`config.mk`:
```
export PLATFORM = sky130hd
export DESIGN_NAME = irq_csr_unit
export DESIGN_NICKNAME = d
export VERILOG_FILES = /design/src/rtl/irq_csr_unit.sv
export SDC_FILE = /design/constraint.sdc
export NUM_CORES = 1
export LEC_CHECK = 0
export BUFFER_PORTS_ARGS = -buffer_cell sky130_fd_sc_hd__buf_2
export CAP_MARGIN = 30
export CORE_MARGIN = 3
export CORE_UTILIZATION = 40
export CTS_BUF_LIST = sky130_fd_sc_hd__clkbuf_4
export DETAILED_ROUTE_END_ITERATION = 10
export HOLD_SLACK_MARGIN = 0.12
export MAX_ROUTING_LAYER = met4
export PLACE_DENSITY_LB_ADDON = 0.3
export SLEW_MARGIN = 30
export SYNTH_ARGS = -nofsm -noshare
export SYNTH_HDL_FRONTEND = slang
export SYNTH_SLANG_ARGS = --single-unit
```
`constraint.sdc`:
```
create_clock -name clk -period 5.5 [get_ports clk]
set_clock_uncertainty 0.05 [all_clocks]
set_input_delay 0.275 -clock clk [delete_from_list [all_inputs] [get_ports clk]]
set_output_delay 0.275 -clock clk [all_outputs]
set_load 0.1 [all_outputs]
```
`src/rtl/irq_csr_unit.sv`:
```
// Machine-mode CSR file and interrupt unit for the MW stage of the 3-stage RV32 core.
// Handles NUM_IRQ external interrupt channels, each either edge-latched or level-sampled,
// with direct or vectored mtvec. Provides CSR read/write/set/clear, trap entry, mret
// and a 64-bit mcycle counter. Every output is combinational from state and inputs.
module irq_csr_unit #(
  parameter int                 NUM_IRQ   = 4,
  parameter logic [NUM_IRQ-1:0] EDGE_MASK = '0,
  parameter logic [31:0]        MTVEC_RST = 32'h0000_0000
) (
  input  logic               clk,
  input  logic               reset,
  input  logic [NUM_IRQ-1:0] irq_i,
  input  logic               instr_valid,
  input  logic [31:0]        pc_in,
  input  logic [11:0]        csr_addr,
  input  logic [31:0]        csr_wdata,
  input  logic [1:0]         csr_op,
  input  logic               is_mret,
  output logic [31:0]        csr_rdata,
  output logic               redirect,
  output logic [31:0]        redirect_pc,
  output logic               kill_mw,
  output logic               trap_taken
);

  localparam logic [11:0] ADDR_MSTATUS  = 12'h300;
  localparam logic [11:0] ADDR_MIE      = 12'h304;
  localparam logic [11:0] ADDR_MTVEC    = 12'h305;
  localparam logic [11:0] ADDR_MSCRATCH = 12'h340;
  localparam logic [11:0] ADDR_MEPC     = 12'h341;
  localparam logic [11:0] ADDR_MCAUSE   = 12'h342;
  localparam logic [11:0] ADDR_MIP      = 12'h344;
  localparam logic [11:0] ADDR_MCYCLE   = 12'hB00;
  localparam logic [11:0] ADDR_MCYCLEH  = 12'hB80;

  // Architectural state
  logic               mst_mie;
  logic               mst_mpie;
  logic [NUM_IRQ-1:0] mie_field;
  logic [NUM_IRQ-1:0] pend;
  logic [NUM_IRQ-1:0] irq_p1;
  logic [31:0]        mtvec;
  logic [31:0]        mscratch;
  logic [31:0]        mepc;
  logic [31:0]        mcause;
  logic [63:0]        mcycle;

  // Combinational control
  logic [NUM_IRQ-1:0] pend_en;
  logic [NUM_IRQ-1:0] rise;
  logic [NUM_IRQ-1:0] mip_clr;
  logic [NUM_IRQ-1:0] pend_nxt;
  logic [3:0]         sel;
  logic [31:0]        cause_code;
  logic [31:0]        tvec_base;
  logic [31:0]        trap_pc;
  logic [31:0]        csr_new;
  logic               trap;
  logic               mret_go;
  logic               csr_we;

  // Lowest set bit index; lower channel numbers have higher priority.
  function automatic logic [3:0] lowest_idx(input logic [NUM_IRQ-1:0] v);
    logic [3:0] idx;
    idx = '0;
    for (int i = NUM_IRQ - 1; i >= 0; i--) begin
      if (v[i]) idx = 4'(i);
    end
    return idx;
  endfunction

  // Reserved mtvec modes 2 and 3 legalise to direct mode.
  function automatic logic [31:0] mtvec_legal(input logic [31:0] v);
    return {v[31:2], (v[1] ? 2'b00 : v[1:0])};
  endfunction

  // Read-modify-write operand for write / set / clear.
  function automatic logic [31:0] csr_alu(input logic [1:0]  op,
                                          input logic [31:0] old,
                                          input logic [31:0] wd);
    logic [31:0] r;
    case (op)
      2'b01:   r = wd;
      2'b10:   r = old | wd;
      2'b11:   r = old & ~wd;
      default: r = old;
    endcase
    return r;
  endfunction

  // CSR read mux; returns the pre-edge value, so read-during-write sees old data.
  always_comb begin
    csr_rdata = '0;
    case (csr_addr)
      ADDR_MSTATUS: begin
        csr_rdata[3] = mst_mie;
        csr_rdata[7] = mst_mpie;
      end
      ADDR_MIE:      csr_rdata[16 +: NUM_IRQ] = mie_field;
      ADDR_MTVEC:    csr_rdata = mtvec;
      ADDR_MSCRATCH: csr_rdata = mscratch;
      ADDR_MEPC:     csr_rdata = mepc;
      ADDR_MCAUSE:   csr_rdata = mcause;
      ADDR_MIP:      csr_rdata[16 +: NUM_IRQ] = pend;
      ADDR_MCYCLE:   csr_rdata = mcycle[31:0];
      ADDR_MCYCLEH:  csr_rdata = mcycle[63:32];
      default:       csr_rdata = '0;
    endcase
  end

  // Trap decision, priority select and redirect target.
  always_comb begin
    pend_en    = pend & mie_field;
    trap       = instr_valid & mst_mie & (|pend_en);
    mret_go    = instr_valid & is_mret & ~trap;
    csr_we     = instr_valid & ~trap & ~is_mret & (csr_op != 2'b00);
    sel        = lowest_idx(pend_en);
    cause_code = 32'd16 + {28'd0, sel};
    tvec_base  = {mtvec[31:2], 2'b00};
    trap_pc    = (mtvec[1:0] == 2'b01) ? (tvec_base + (cause_code << 2)) : tvec_base;
    csr_new    = csr_alu(csr_op, csr_rdata, csr_wdata);
  end

  // Next pending state: edge channels latch rising edges (an edge beats a same-cycle
  // software clear), level channels simply follow the registered request.
  always_comb begin
    rise     = irq_i & ~irq_p1;
    mip_clr  = '0;
    pend_nxt = '0;
    if (csr_we && (csr_addr == ADDR_MIP)) mip_clr = ~csr_new[16 +: NUM_IRQ];
    for (int i = 0; i < NUM_IRQ; i++) begin
      if (EDGE_MASK[i]) pend_nxt[i] = rise[i] | (pend[i] & ~mip_clr[i]);
      else              pend_nxt[i] = irq_i[i];
    end
  end

  // Output drive: trap wins over mret; nothing asserts without a valid instruction.
  always_comb begin
    redirect    = trap | mret_go;
    kill_mw     = trap;
    trap_taken  = trap;
    redirect_pc = '0;
    if (trap)         redirect_pc = trap_pc;
    else if (mret_go) redirect_pc = mepc;
  end

  // Interrupt request history and pending latches.
  always_ff @(posedge clk or posedge reset) begin
    if (reset) begin
      irq_p1 <= '0;
      pend   <= '0;
    end else begin
      irq_p1 <= irq_i;
      pend   <= pend_nxt;
    end
  end

  // mstatus MIE/MPIE: trap stacks, mret unstacks, otherwise software writes.
  always_ff @(posedge clk or posedge reset) begin
    if (reset) begin
      mst_mie  <= 1'b0;
      mst_mpie <= 1'b0;
    end else if (trap) begin
      mst_mpie <= mst_mie;
      mst_mie  <= 1'b0;
    end else if (mret_go) begin
      mst_mie  <= mst_mpie;
      mst_mpie <= 1'b1;
    end else if (csr_we && (csr_addr == ADDR_MSTATUS)) begin
      mst_mie  <= csr_new[3];
      mst_mpie <= csr_new[7];
    end
  end

  // Software-only registers: mie, mtvec, mscratch.
  always_ff @(posedge clk or posedge reset) begin
    if (reset) begin
      mie_field <= '0;
      mtvec     <= MTVEC_RST;
      mscratch  <= '0;
    end else if (csr_we) begin
      if (csr_addr == ADDR_MIE)      mie_field <= csr_new[16 +: NUM_IRQ];
      if (csr_addr == ADDR_MTVEC)    mtvec     <= mtvec_legal(csr_new);
      if (csr_addr == ADDR_MSCRATCH) mscratch  <= csr_new;
    end
  end

  // Trap record: mepc/mcause are captured on trap entry or written by software.
  always_ff @(posedge clk or posedge reset) begin
    if (reset) begin
      mepc   <= '0;
      mcause <= '0;
    end else if (trap) begin
      mepc   <= pc_in;
      mcause <= {1'b1, cause_code[30:0]};
    end else if (csr_we) begin
      if (csr_addr == ADDR_MEPC)   mepc   <= {csr_new[31:2], 2'b00};
      if (csr_addr == ADDR_MCAUSE) mcause <= csr_new;
    end
  end

  // Free-running cycle counter; a write to either half replaces it and skips the increment.
  always_ff @(posedge clk or posedge reset) begin
    if (reset) begin
      mcycle <= '0;
    end else if (csr_we && (csr_addr == ADDR_MCYCLE)) begin
      mcycle[31:0] <= csr_new;
    end else if (csr_we && (csr_addr == ADDR_MCYCLEH)) begin
      mcycle[63:32] <= csr_new;
    end else begin
      mcycle <= mcycle + 64'd1;
    end
  end

endmodule

```
# Word-level counts from Yosys, hierarchy flattened
# Index checks and enable logic that the tools add are counted.
# totals
register_bits	202
in_bits	86
output_inout_bits	67
word_cells	86
# classes
addsub	3
eq_ne	14
n_mux	31
n_bitwise	14
n_reduce_logical	14
# op_table
cell	n
$mux W32	12
$pmux W32 S3	1
$eq A12 B10 Y1 const B	7
$pmux W12 S6	1
$add A64 B1 Y64 const B	1
$pmux W8 S6	1
$pmux W3 S6	2
$add A32 B8 Y32	1
$and A32 B32 Y32	1
$not A32 Y32	1
$or A32 B32 Y32	1
$pmux W4 S8	1
$eq A12 B12 Y1 const B	2
$pmux W1 S7	2
$mux W4	3
$reduce_and A2 Y1	5
$reduce_bool A2 Y1	4
$and A1 B1 Y1	7
$mux W1	7
$add A5 B4 Y6 const A	1
$and A4 B4 Y4	1
$eq A2 B1 Y1 const B	2
$eq A2 B2 Y1 const B	2
$reduce_or A4 Y1	1
other kinds (6)	9

# Depth between registers and ports, before layout
# Gate-level depths: netlist of the first run.
# depth
word_depth	11
ltp_mapped	12
ltp_nobuf	12

# Worst setup path after synthesis of the first run
# Ideal clock, no wire load.
# synth_path
kind	flip-flop to output port
startpoint	register mie_field[2]
endpoint	output redirect_pc[20]
arrival_ns	4.363
path_slack_ns	0.812
stages_incl_launch_ff	13
path_cell_list	dfrtp_1 -> nand2_1 -> a32oi_1 -> a21oi_1 -> ha_1 -> inv_1 -> fa_1 -> and3b_1 -> o2111ai_1 -> nor3_1 -> nand3_1 -> xor2_1 -> o21ai_0
# synth_between
elab_chain_cells	8
word_cells_on_any_way	13
classes_between	2 x add/sub; 6 x mux; 4 x bitwise; 1 x reduce/logical
# synth_rtl
item	line_no	text
start, declared	39	logic [NUM_IRQ-1:0] mie_field;
start signal, assigned	182	if (csr_addr == ADDR_MIE) mie_field <= csr_new[16 +: NUM_IRQ];
$and A4 B4 Y4 *	113	pend_en = pend & mie_field;
$mux W4 (3 in a row)	67	if (v[i]) idx = 4'(i);
$add A5 B4 Y6	118	cause_code = 32'd16 + {28'd0, sel};
$add A32 B8 Y32	120	trap_pc = (mtvec[1:0] == 2'b01) ? (tvec_base + (cause_code << 2)) : tvec_base;
$mux W32	120	
$mux W32 *	143	if (trap) redirect_pc = trap_pc;
end, declared	21	output logic [31:0] redirect_pc,
# Mark *: on every way between the ends. The rest lies on a longest branch, timed or not.

# Worst setup path in the final report of the first run
# layout_path
startpoint	register mie_field[2]
endpoint	output redirect_pc[22]
# The elaborated chain is that of the path after synthesis.

==> results of run 1 <==
[metal layers]
| layer | GRT usage (%) | vias up | part of all wire, % |
|---|---|---|---|
| met5 | - | - | 0 |
| met4 | 14.1 | 0 | 5.5 |
| met3 | 5.46 | 128 | 8.9 |
| met2 | 42.7 | 718 | 43 |
| met1 | 39.0 | 6042 | 42 |
| li1 | - | 5608 | - |
[layout make-up]
class | instances | area, µm²
clock inverter | 9 | 61.3
timing repair buffer | 230 | 1480
clock buffer | 79 | 593
sequential | 201 | 5030
antenna | 4 | 10.0
tap | 396 | 495
multi-input combinational | 1085 | 7060
fill | 2981 | 16000
inverter | 24 | 93.8
[report_power, final]
part	leakage, nW	internal, W	switching, W
clock network	0.395	0.000694	0.000639
logic	3.32	0.000203	0.000449
registers	2.63	0.00157	0.000111
total	6.35	0.00247	0.00120
[worst max path at each step]
stage	from	to	slack, ns	cells after the start
2_1_floorplan	mie_field[2]	redirect_pc[20]	0.81	12
3_3_place_gp	mie_field[2]	redirect_pc[20]	1.87	13
3_5_place_dp	mie_field[2]	redirect_pc[22]	1.80	13
4_1_cts	mie_field[2]	redirect_pc[22]	1.05	13
5_1_grt	mie_field[2]	redirect_pc[28]	0.80	13
6_report	mie_field[2]	redirect_pc[22]	1.05	13
[per-stage QoR]
stage	total power [W]	worst slack, ns	hold WS, ns
2_1_floorplan	0.00210	0.812	0.256
3_3_place_gp	0.00231	1.87	0.289
3_5_place_dp	0.00232	1.80	0.289
4_1_cts	0.00368	1.05	0.125
5_1_grt	0.00383	0.802	0.173
6_report	0.00367	1.05	0.168
[registers in the layout (all words and copies together), names as in the netlist]
| name | count |
|---|---|
| mst_mpie | 1 |
| mst_mie | 1 |
| mie_field | 4 |
| mtvec | 31 |
| mscratch | 32 |
| pend | 4 |
| mepc | 32 |
| mcycle | 64 |
| mcause | 32 |
[kinds of logic after synthesis]
group                    count (synthesis)  share of synthesized area [%]
buffers and inverters                  128                           4.66
adder cells (fa/ha/maj)                  4                          0.456
multiplexers                            78                           6.34
flip-flops                             201                           39.9
AO/OA/AOI/OAI                          405                           21.3
XOR/XNOR                               100                           6.94
AND/OR/NAND/NOR                        498                           20.4
[what timing repair did]
| action | in CTS | in global routing |
|---|---|---|
| endpoints found under the hold margin | 73 | 0 |
| setup endpoints to repair | 0 | 0 |
| hold buffers | 52 | 0 |
| buffers inserted | 0 | 0 |
[worst max-delay path, cell delays in order, from the launching register on]
cell       delay [ns]
dfrtp_1          0.41
nand2_1          0.07
a32oi_1          0.10
a21oi_1          0.24
ha_1             0.22
inv_1            0.05
fa_1             0.38
and3b_1          0.28
o2111ai_1        0.27
nor3_1           0.45
nand3_1          0.18
xor2_1           0.18
o21ai_0          0.15
buf_2            0.46
[layout by cell type, fill, tap and decap left out, types with 47 or more instances in the layout]
| cell | instances |
|---|---|
| a22oi_1 | 47 |
| buf_2 | 152 |
| clkbuf_4 | 79 |
| dfrtp_1 | 201 |
| dlygate4sd3_1 | 52 |
| mux2i_1 | 63 |
| nand2_1 | 216 |
| nand3_1 | 55 |
| o21ai_0 | 134 |
| o21ai_1 | 49 |
| xor2_1 | 56 |
==> results.py, run 1 <==
metrics = {
    "critical_path": {
        "reg2reg_to": "mepc[17]",
        "ff2ff_path_depth": 8,
        "cp-start-kind": "flop",
        "worstPathRequired_ns": 5.18,
        "worstSetupPathType": "reg -> out",
        "r2r_start": "pend[3]",
        "endpoint_kind": "output port",
        "worst-path-max-fanout": 4,
        "cp.arrival_ns": 4.12,
        "rrSetupSlack_ns": 1.95,
    },
    "cells_and_area": {
        "drive_gt1_share_pct": 19.0,
        "final_nets": 1687,
        "final_core_util_pct": 48.1,
        "synthToLayoutAreaGrowth_pct": 17.5,
        "final_cells": 2028,
        "fin_area_um2": 14800,
    },
    "synthesis": {
        "syn_area_um2": 12600,
        "synth.top_cells.by_area": "dfrtp_1 40%, nand2_1 6.5%, o21ai_0 5.4%, mux2i_1 5.0%, xor2_1 3.9%",
        "synth_top_cell_by_area": "dfrtp_1",
        "synth-warning-count": 0,
        "synth_commonest_cells": "218 x nand2_1, 201 x dfrtp_1, 135 x o21ai_0",
        "synth.most_common_cell": "nand2_1",
        "synth_cells": 1414,
        "ys_seq_area_share_pct": 39.9,
        "synth_edf_count": 0,
        "synthDistinctLibCells": 87,
        "syn_nets": 1504,
        "synth_seq_cells": 201,
        "synthFlopType": "dfrtp_1",
        "async_flop_share_pct": 100,
        "synth_area_per_cell_um2": 8.92,
        "yosys.area.top_type_share_pct": 39.9,
    },
    "clock_network": {
        "cts_sinks": 201,
        "numCtsBuffers": 55,
        "cts_resized": 0,
        "root_buffer": "clkbuf_4",
        "htreeDepth": 2,
        "cts_buffer_depth": 3,
        "clkLatencyLatePin_ns": 0.69,
        "cts_tree": "yes",
        "clk_pin_slew_ns": 0.07,
    },
    "drt": {
        "drcViolationCount": 0,
        "drtIter0Drc": 1561,
        "ant_nets": 0,
        "vias_per_cell": 6.16,
        "wl_per_cell_um": 23.6,
        "dr.pass1.iters": 5,
        "route.vias.total": 12496,
        "routed_wl_um": 47800,
    },
    "timing": {
        "rsz0062_at_grt": "false",
        "finalHoldViolCount": 0,
        "slew-limit-headroom_pct": 28.7,
        "fmaxAchievable_ghz": 0.225,
        "tns_ns": 0,
        "fin_crit_ns": 4.45,
        "finalSetupViolations": 0,
        "tightest_slew_ns": 1.07,
        "maxSlewViolCount": 0,
        "period_share_pct": 80.9,
    },
    "power_and_ir_drop": {
        "worst_ir_drop_vdd_uv": 148,
        "power_leakage_nw": 6.35,
        "powerDensity_nw_per_um2": 247,
    },
    "floorplanning": {
        "die_area_um2": 33700,
        "ios": 153,
        "die_x_um": 184,
        "fp.coreArea_um2": 30800,
        "fp-row-count": 64,
        "start_util_pct": 40.9,
        "dieHeight_um": 184,
    },
    "min_path": {
        "min_to": "mcause[29]",
        "worstHoldStart": "csr_wdata[29]",
        "hold_path_class": "in -> reg",
        "holdPathStages": 4,
    },
    "placement": {
        "dp_cells": 1884,
        "gp_congestion": 0.956,
        "place_area_um2": 13600,
        "dp_hpwl_um": 34200,
        "port_buffers": 152,
    },
    "global_routing": {
        "grt_pass1_vias": 12167,
        "grt_pass1_wl_um": 74000,
        "grt_overflow": 0,
        "track_usage_pct": 29.2,
        "grt_max_degree": 73,
        "antenna_found_initial": 3,
    },
    "status": {
        "status": "finished, final reports clean",
    },
    "job": {
        "max_cap_viol_count": 0,
    },
}
Note: power is estimated with default switching activity, not from simulation.
==> inputs of run 2 (changes only) <==
==> constraint.sdc (replaced) <==
create_clock -name clk -period 4.2 [get_ports clk]
set_clock_uncertainty 0.05 [all_clocks]
set_input_delay 0.21 -clock clk [delete_from_list [all_inputs] [get_ports clk]]
set_output_delay 0.21 -clock clk [all_outputs]
set_load 0.1 [all_outputs]
==> run 2 against run 1 <==
Effect of this change: combinational power rose by 43%; final area increased by 3.4%; largest cell class unchanged; critical path depth is the same; via count grew 2.7%; hold slack worse by 0.0051 ns.
==> results.py, run 2 (same netlist as run 1, synthesis figures left out) <==
metrics = {
    "status": {
        "status": "finished, final reports clean",
    },
    "critical_path": {
        "crit_buf_inv": 2,
        "cp.arrival_ns": 3.73,
        "worst-path-max-fanout": 4,
        "worstPathRequired_ns": 3.94,
        "worstSetupPathType": "reg -> out",
        "endpoint_kind": "output port",
        "slowest_delay_ns": 0.41,
        "path_cells": "nand2_1 > a32oi_1 > a21oi_2 > ha_1 > inv_1 > fa_1 > and3b_1 > o2111ai_4 > nor2_2 > nand3_1 > xor2_1 > o21ai_1 > buf_4",
        "r2r_start": "mie_field[2]",
        "critPathLaunch": "mie_field[2]",
        "rrSetupSlack_ns": 0.58,
        "crit_path_top_delay_cell": "dfrtp_1",
        "cp-start-kind": "flop",
        "crit_family": "simple AND/OR/NAND/NOR gates",
    },
    "power_and_ir_drop": {
        "power.internal_w": 0.00333,
        "swShare_pct": 32.4,
        "p_sw_w": 0.00160,
        "pwr-share-seq_pct": 44.7,
        "comb_power_share_pct": 18.9,
        "worst_ir_drop_vdd_uv": 238,
        "power_leakage_nw": 6.58,
        "powerDensity_nw_per_um2": 321,
        "clockPowerShare_pct": 36.4,
    },
    "timing": {
        "finalSetupViolations": 0,
        "setup_ws_ns": 0.211,
        "hold_slack_ns": 0.163,
        "fmaxAchievable_ghz": 0.251,
        "fin_crit_ns": 3.99,
        "finalHoldViolCount": 0,
        "period_share_pct": 95.0,
        "tightest_slew_ns": 1.06,
        "maxSlewViolCount": 0,
        "rsz0062_at_grt": "false",
        "slew-limit-headroom_pct": 29.5,
    },
    "placement": {
        "dp_cells": 1894,
        "pre_cts_ws_ns": 0.481,
        "dp_hpwl_um": 34400,
        "place_area_um2": 13700,
        "gp_congestion": 0.945,
        "port_buffers": 152,
    },
    "cells_and_area": {
        "final_core_util_pct": 49.7,
        "fin_area_um2": 15300,
        "mostFrequentLayoutCells": "216 x nand2_1, 201 x dfrtp_1, 146 x buf_2",
        "largest_reg_flops": 64,
        "largest_register": "mcycle",
        "final_nets": 1728,
        "synthToLayoutAreaGrowth_pct": 21.5,
        "drive_gt1_share_pct": 19.7,
        "layout_commonest_cell": "nand2_1",
        "final_cells": 2073,
    },
    "clock_network": {
        "root_buffer": "clkbuf_4",
        "htreeDepth": 2,
        "cts_sinks": 201,
        "cts_tree": "yes",
        "cts_buffer_depth": 3,
        "numCtsBuffers": 56,
        "clk_pin_slew_ns": 0.07,
        "clkLatencyLatePin_ns": 0.71,
    },
    "global_routing": {
        "grt_pass1_wl_um": 74100,
        "antenna_found_initial": 3,
        "grt_pass1_vias": 12340,
        "track_usage_pct": 29.2,
        "grt_max_degree": 115,
        "grt_overflow": 0,
    },
    "drt": {
        "dr.pass1.iters": 6,
        "ant_nets": 0,
        "wl_per_cell_um": 23.5,
        "route.vias.total": 12831,
        "vias_per_cell": 6.19,
        "routed_wl_um": 48800,
        "drtIter0Drc": 1274,
        "drcViolationCount": 0,
    },
    "floorplanning": {
        "fp.coreArea_um2": 30800,
        "die_x_um": 184,
        "fp-row-count": 64,
        "ios": 153,
        "dieHeight_um": 184,
        "die_area_um2": 33700,
        "start_util_pct": 40.9,
    },
    "min_path": {
        "hold_path_class": "in -> reg",
        "worstHoldStart": "csr_wdata[15]",
    },
    "job": {
        "max_cap_viol_count": 0,
    },
}
## run 2: timing repair
item,in CTS,in global routing
setup buffers,1,1
hold buffers,80,0
endpoints found under the hold margin,195,0
setup endpoints to repair,6,9
gates resized for setup,8,5
pin swaps,1,1
## run 2: power groups by stage
stage	registers (W)	logic [W]	clock network (W)
detailed placement	0.00223	0.000818	0
global placement	0.00223	0.000807	0
floorplan	0.00218	0.000575	0
CTS	0.00219	0.000921	0.00183
global route	0.00221	0.000990	0.00192
finish	0.00220	0.000932	0.00179
## run 2: final cells by class
class | count | area, µm²
fillers | 2954 | 15500
multi-input cells | 1085 | 7090
flip-flops and latches | 201 | 5030
repair buffers | 270 | 1910
clock buffers | 82 | 616
well taps | 396 | 495
inverters | 24 | 93.8
clock inverters | 11 | 78.8
diodes | 4 | 10.0
## run 2: tightest hold or removal path: cells and delay by family
| kind | cells | cell delay [ns] |
|---|---|---|
| compound gates | 2 | 0.47 |
| buf+inv | 1 | 0.09 |
| simple gates | 1 | 0.11 |
## run 2: path summary, 6_finish.rpt
path                              endpoint  depth (start not counted)
setup / recovery           redirect_pc[26]                         13
hold / removal                   mtvec[15]                          4
setup reg to reg                  mepc[18]                          7
hold reg to reg                 mcause[20]                          2
max in group asynchronous       mcycle[31]                          6
min in group asynchronous         mepc[17]                          4
## run 2: through the flow
step           power, W  TNS [ns]
2_1_floorplan   0.00275         0
3_5_place_dp    0.00305         0
3_3_place_gp    0.00303         0
5_1_grt         0.00513         0
4_1_cts         0.00494   -0.0312
6_report        0.00492         0
## run 2: routing by layer
layer / track usage (%) / share of wire, % / vias to the layer above / routed length (µm)
met5: - / 0 / - / 0
met4: 11.5 / 4.2 / 0 / 2030
met3: 4.14 / 9.0 / 122 / 4410
met2: 44.4 / 45 / 742 / 22000
met1: 39.6 / 42 / 6257 / 20400
li1: - / - / 5710 / -
==> inputs of run 3 (changes only) <==
--- a/config.mk
+++ b/config.mk
@@ -8,7 +8,7 @@
 export BUFFER_PORTS_ARGS = -buffer_cell sky130_fd_sc_hd__buf_2
 export CAP_MARGIN = 30
 export CORE_MARGIN = 3
-export CORE_UTILIZATION = 40
+export CORE_UTILIZATION = 30
 export CTS_BUF_LIST = sky130_fd_sc_hd__clkbuf_4
 export DETAILED_ROUTE_END_ITERATION = 10
 export HOLD_SLACK_MARGIN = 0.12
==> run 3 against run 2 <==
Effect of this change: maximum frequency about the same; wire length increased by 9.7%; register-to-register slack improved by 0.14 ns.
==> results.py, run 3 (same netlist as run 1, synthesis figures left out) <==
metrics = {
    "floorplanning": {
        "dieHeight_um": 211,
        "start_util_pct": 30.6,
        "die_x_um": 211,
        "ios": 153,
        "die_area_um2": 44500,
        "fp-row-count": 74,
        "fp.coreArea_um2": 41200,
    },
    "critical_path": {
        "cp-start-kind": "flop",
        "crit_path_top_delay_cell": "dfrtp_1",
        "endpoint_kind": "output port",
        "cpMostUsedCell": "buf_4",
        "slowest_delay_ns": 0.41,
        "worstPathRequired_ns": 3.94,
        "cp.arrival_ns": 3.73,
        "worst-path-max-fanout": 4,
        "path_cells": "nand2_1 > a32oi_1 > a21oi_2 > ha_2 > inv_1 > fa_1 > and3b_2 > o2111ai_4 > nor3_2 > buf_4 > nand3_1 > xor2_1 > o21ai_1 > buf_4",
        "worstSetupPathType": "reg -> out",
    },
    "placement": {
        "gp_congestion": 0.926,
        "dp_hpwl_um": 38500,
        "port_buffers": 152,
    },
    "global_routing": {
        "antenna_found_initial": 1,
        "met3_usage_pct": 5.03,
        "track_usage_pct": 24.4,
        "grt.met1_usage_pct": 33.0,
        "grt_pass1_wl_um": 80000,
        "grt_overflow": 0,
        "grt_pass1_vias": 12604,
        "grt_busiest_layer": "met2",
        "grtUsageMet2_pct": 36.4,
        "grt_max_degree": 59,
    },
    "power_and_ir_drop": {
        "power.total_w": 0.00497,
        "power_leakage_nw": 6.68,
        "worst_ir_drop_vdd_uv": 181,
        "powerDensity_nw_per_um2": 315,
    },
    "clock_network": {
        "cts_sinks": 201,
        "numCtsBuffers": 57,
        "cts_buffer_depth": 3,
        "cts_tree": "yes",
        "root_buffer": "clkbuf_4",
        "clk_pin_slew_ns": 0.06,
        "clkLatencyLatePin_ns": 0.76,
        "htreeDepth": 2,
    },
    "timing": {
        "tightest_slew_ns": 1.01,
        "maxSlewViolCount": 0,
        "rsz0062_at_grt": "false",
        "fmaxAchievable_ghz": 0.251,
        "finalSetupViolations": 0,
        "finalHoldViolCount": 0,
        "slew-limit-headroom_pct": 32.7,
        "fin_crit_ns": 3.99,
        "tns_ns": 0,
        "period_share_pct": 95.0,
    },
    "job": {
        "max_cap_viol_count": 0,
    },
    "cells_and_area": {
        "drive_gt1_share_pct": 19.9,
        "layout_commonest_cell": "nand2_1",
        "largest_register": "mcycle",
        "synthToLayoutAreaGrowth_pct": 25.1,
        "mostFrequentLayoutCells": "216 x nand2_1, 201 x dfrtp_1, 146 x buf_2",
        "largest_reg_flops": 64,
        "final_nets": 1755,
        "fill_cells": 4232,
    },
    "drt": {
        "route.vias.total": 12864,
        "vias_per_cell": 5.76,
        "routed_wl_um": 53500,
        "dr.pass1.iters": 6,
        "ant_nets": 0,
        "wl_per_cell_um": 23.9,
        "drtIter0Drc": 1448,
        "drcViolationCount": 0,
    },
    "status": {
        "status": "finished, final reports clean",
    },
    "min_path": {
        "hold_path_class": "in -> reg",
    },
}
run 3: cell count changes in the layout (fill, tap and decap cells not counted), sizes merged:
cell         before  now
dlygate4sd3      80  100
buf             190  196
clkinv           11   15
clkbuf           82   80
diode             4    2
bufinv            1    0
inv              22   23
run 3: stage by stage:
stage	instance area [µm²]	hold slack, ns	instances	util, %	setup WS (ns)
after detailed placement	14000	0.220	2037	34.1	0.368
after CTS	15700	0.121	2231	38.1	0.0306
final	15800	0.161	2235	38.3	0.209
after floorplan	12600	0.191	1414	-	0.0237
after global routing	15800	0.177	2234	38.3	0.0150
after global placement	14000	0.302	2035	33.9	0.466
run 3: report_power, final:
group	internal, W	switching (W)
sequential	0.00206	0.000154
clock	0.000869	0.000906
combinational	0.000365	0.000616
total	0.00329	0.00168
run 3: worst max-delay path, delay by kind of cell, from the launching register on:
family	cells	cell delay, ns
AOI/OAI and AO/OA	4	0.67
and+or+nand+nor	4	0.64
adders and majority gates	2	0.63
buffers and inverters	3	0.52
DFF	1	0.41
xor gates and xnor gates	1	0.16
run 3: path summary, 6_finish.rpt:
kind                         startpoint         endpoint  slack (ns)  depth (start not counted)
max                        mie_field[2]  redirect_pc[20]        0.21                         14
min                         csr_addr[4]       mcycle[60]        0.16                          7
max reg2reg                     pend[1]         mepc[10]        0.72                          7
min reg2reg                mscratch[26]     mscratch[26]        0.43                          2
max in group asynchronous         reset       mcycle[14]        2.79                          5
min in group asynchronous         reset          mepc[2]        0.60                          4
run 3: routing by layer:
metal | routed length, µm | vias up | part of all wire, %
met5 | 0 | - | 0
met4 | 1790 | 0 | 3.3
met3 | 4990 | 113 | 9.3
met2 | 23600 | 707 | 44
met1 | 23100 | 6306 | 43
li1 | - | 5738 | -
run 3: cell type report:
cell class                 instances  area [µm²]  share of cell area, %
antenna                            2        5.00                 0.0317
clock buffer                      80         601                   3.81
clock inverter                    15        65.1                  0.412
inverter                          24        93.8                  0.595
multi-input combinational       1085        7080                   44.9
sequential                       201        5030                   31.9
tap                              532         666                   4.22
timing repair buffer             296        2240                   14.2
run 3: timing repair:
item                                    4_1_cts  5_1_grt
pin swaps                                     0        3
hold buffers                                 99        1
endpoints found under the setup margin        6        7
gates resized for setup                       8        7
setup buffers                                 0        1
endpoints found under the hold margin       346        1
cloned                                        0        0
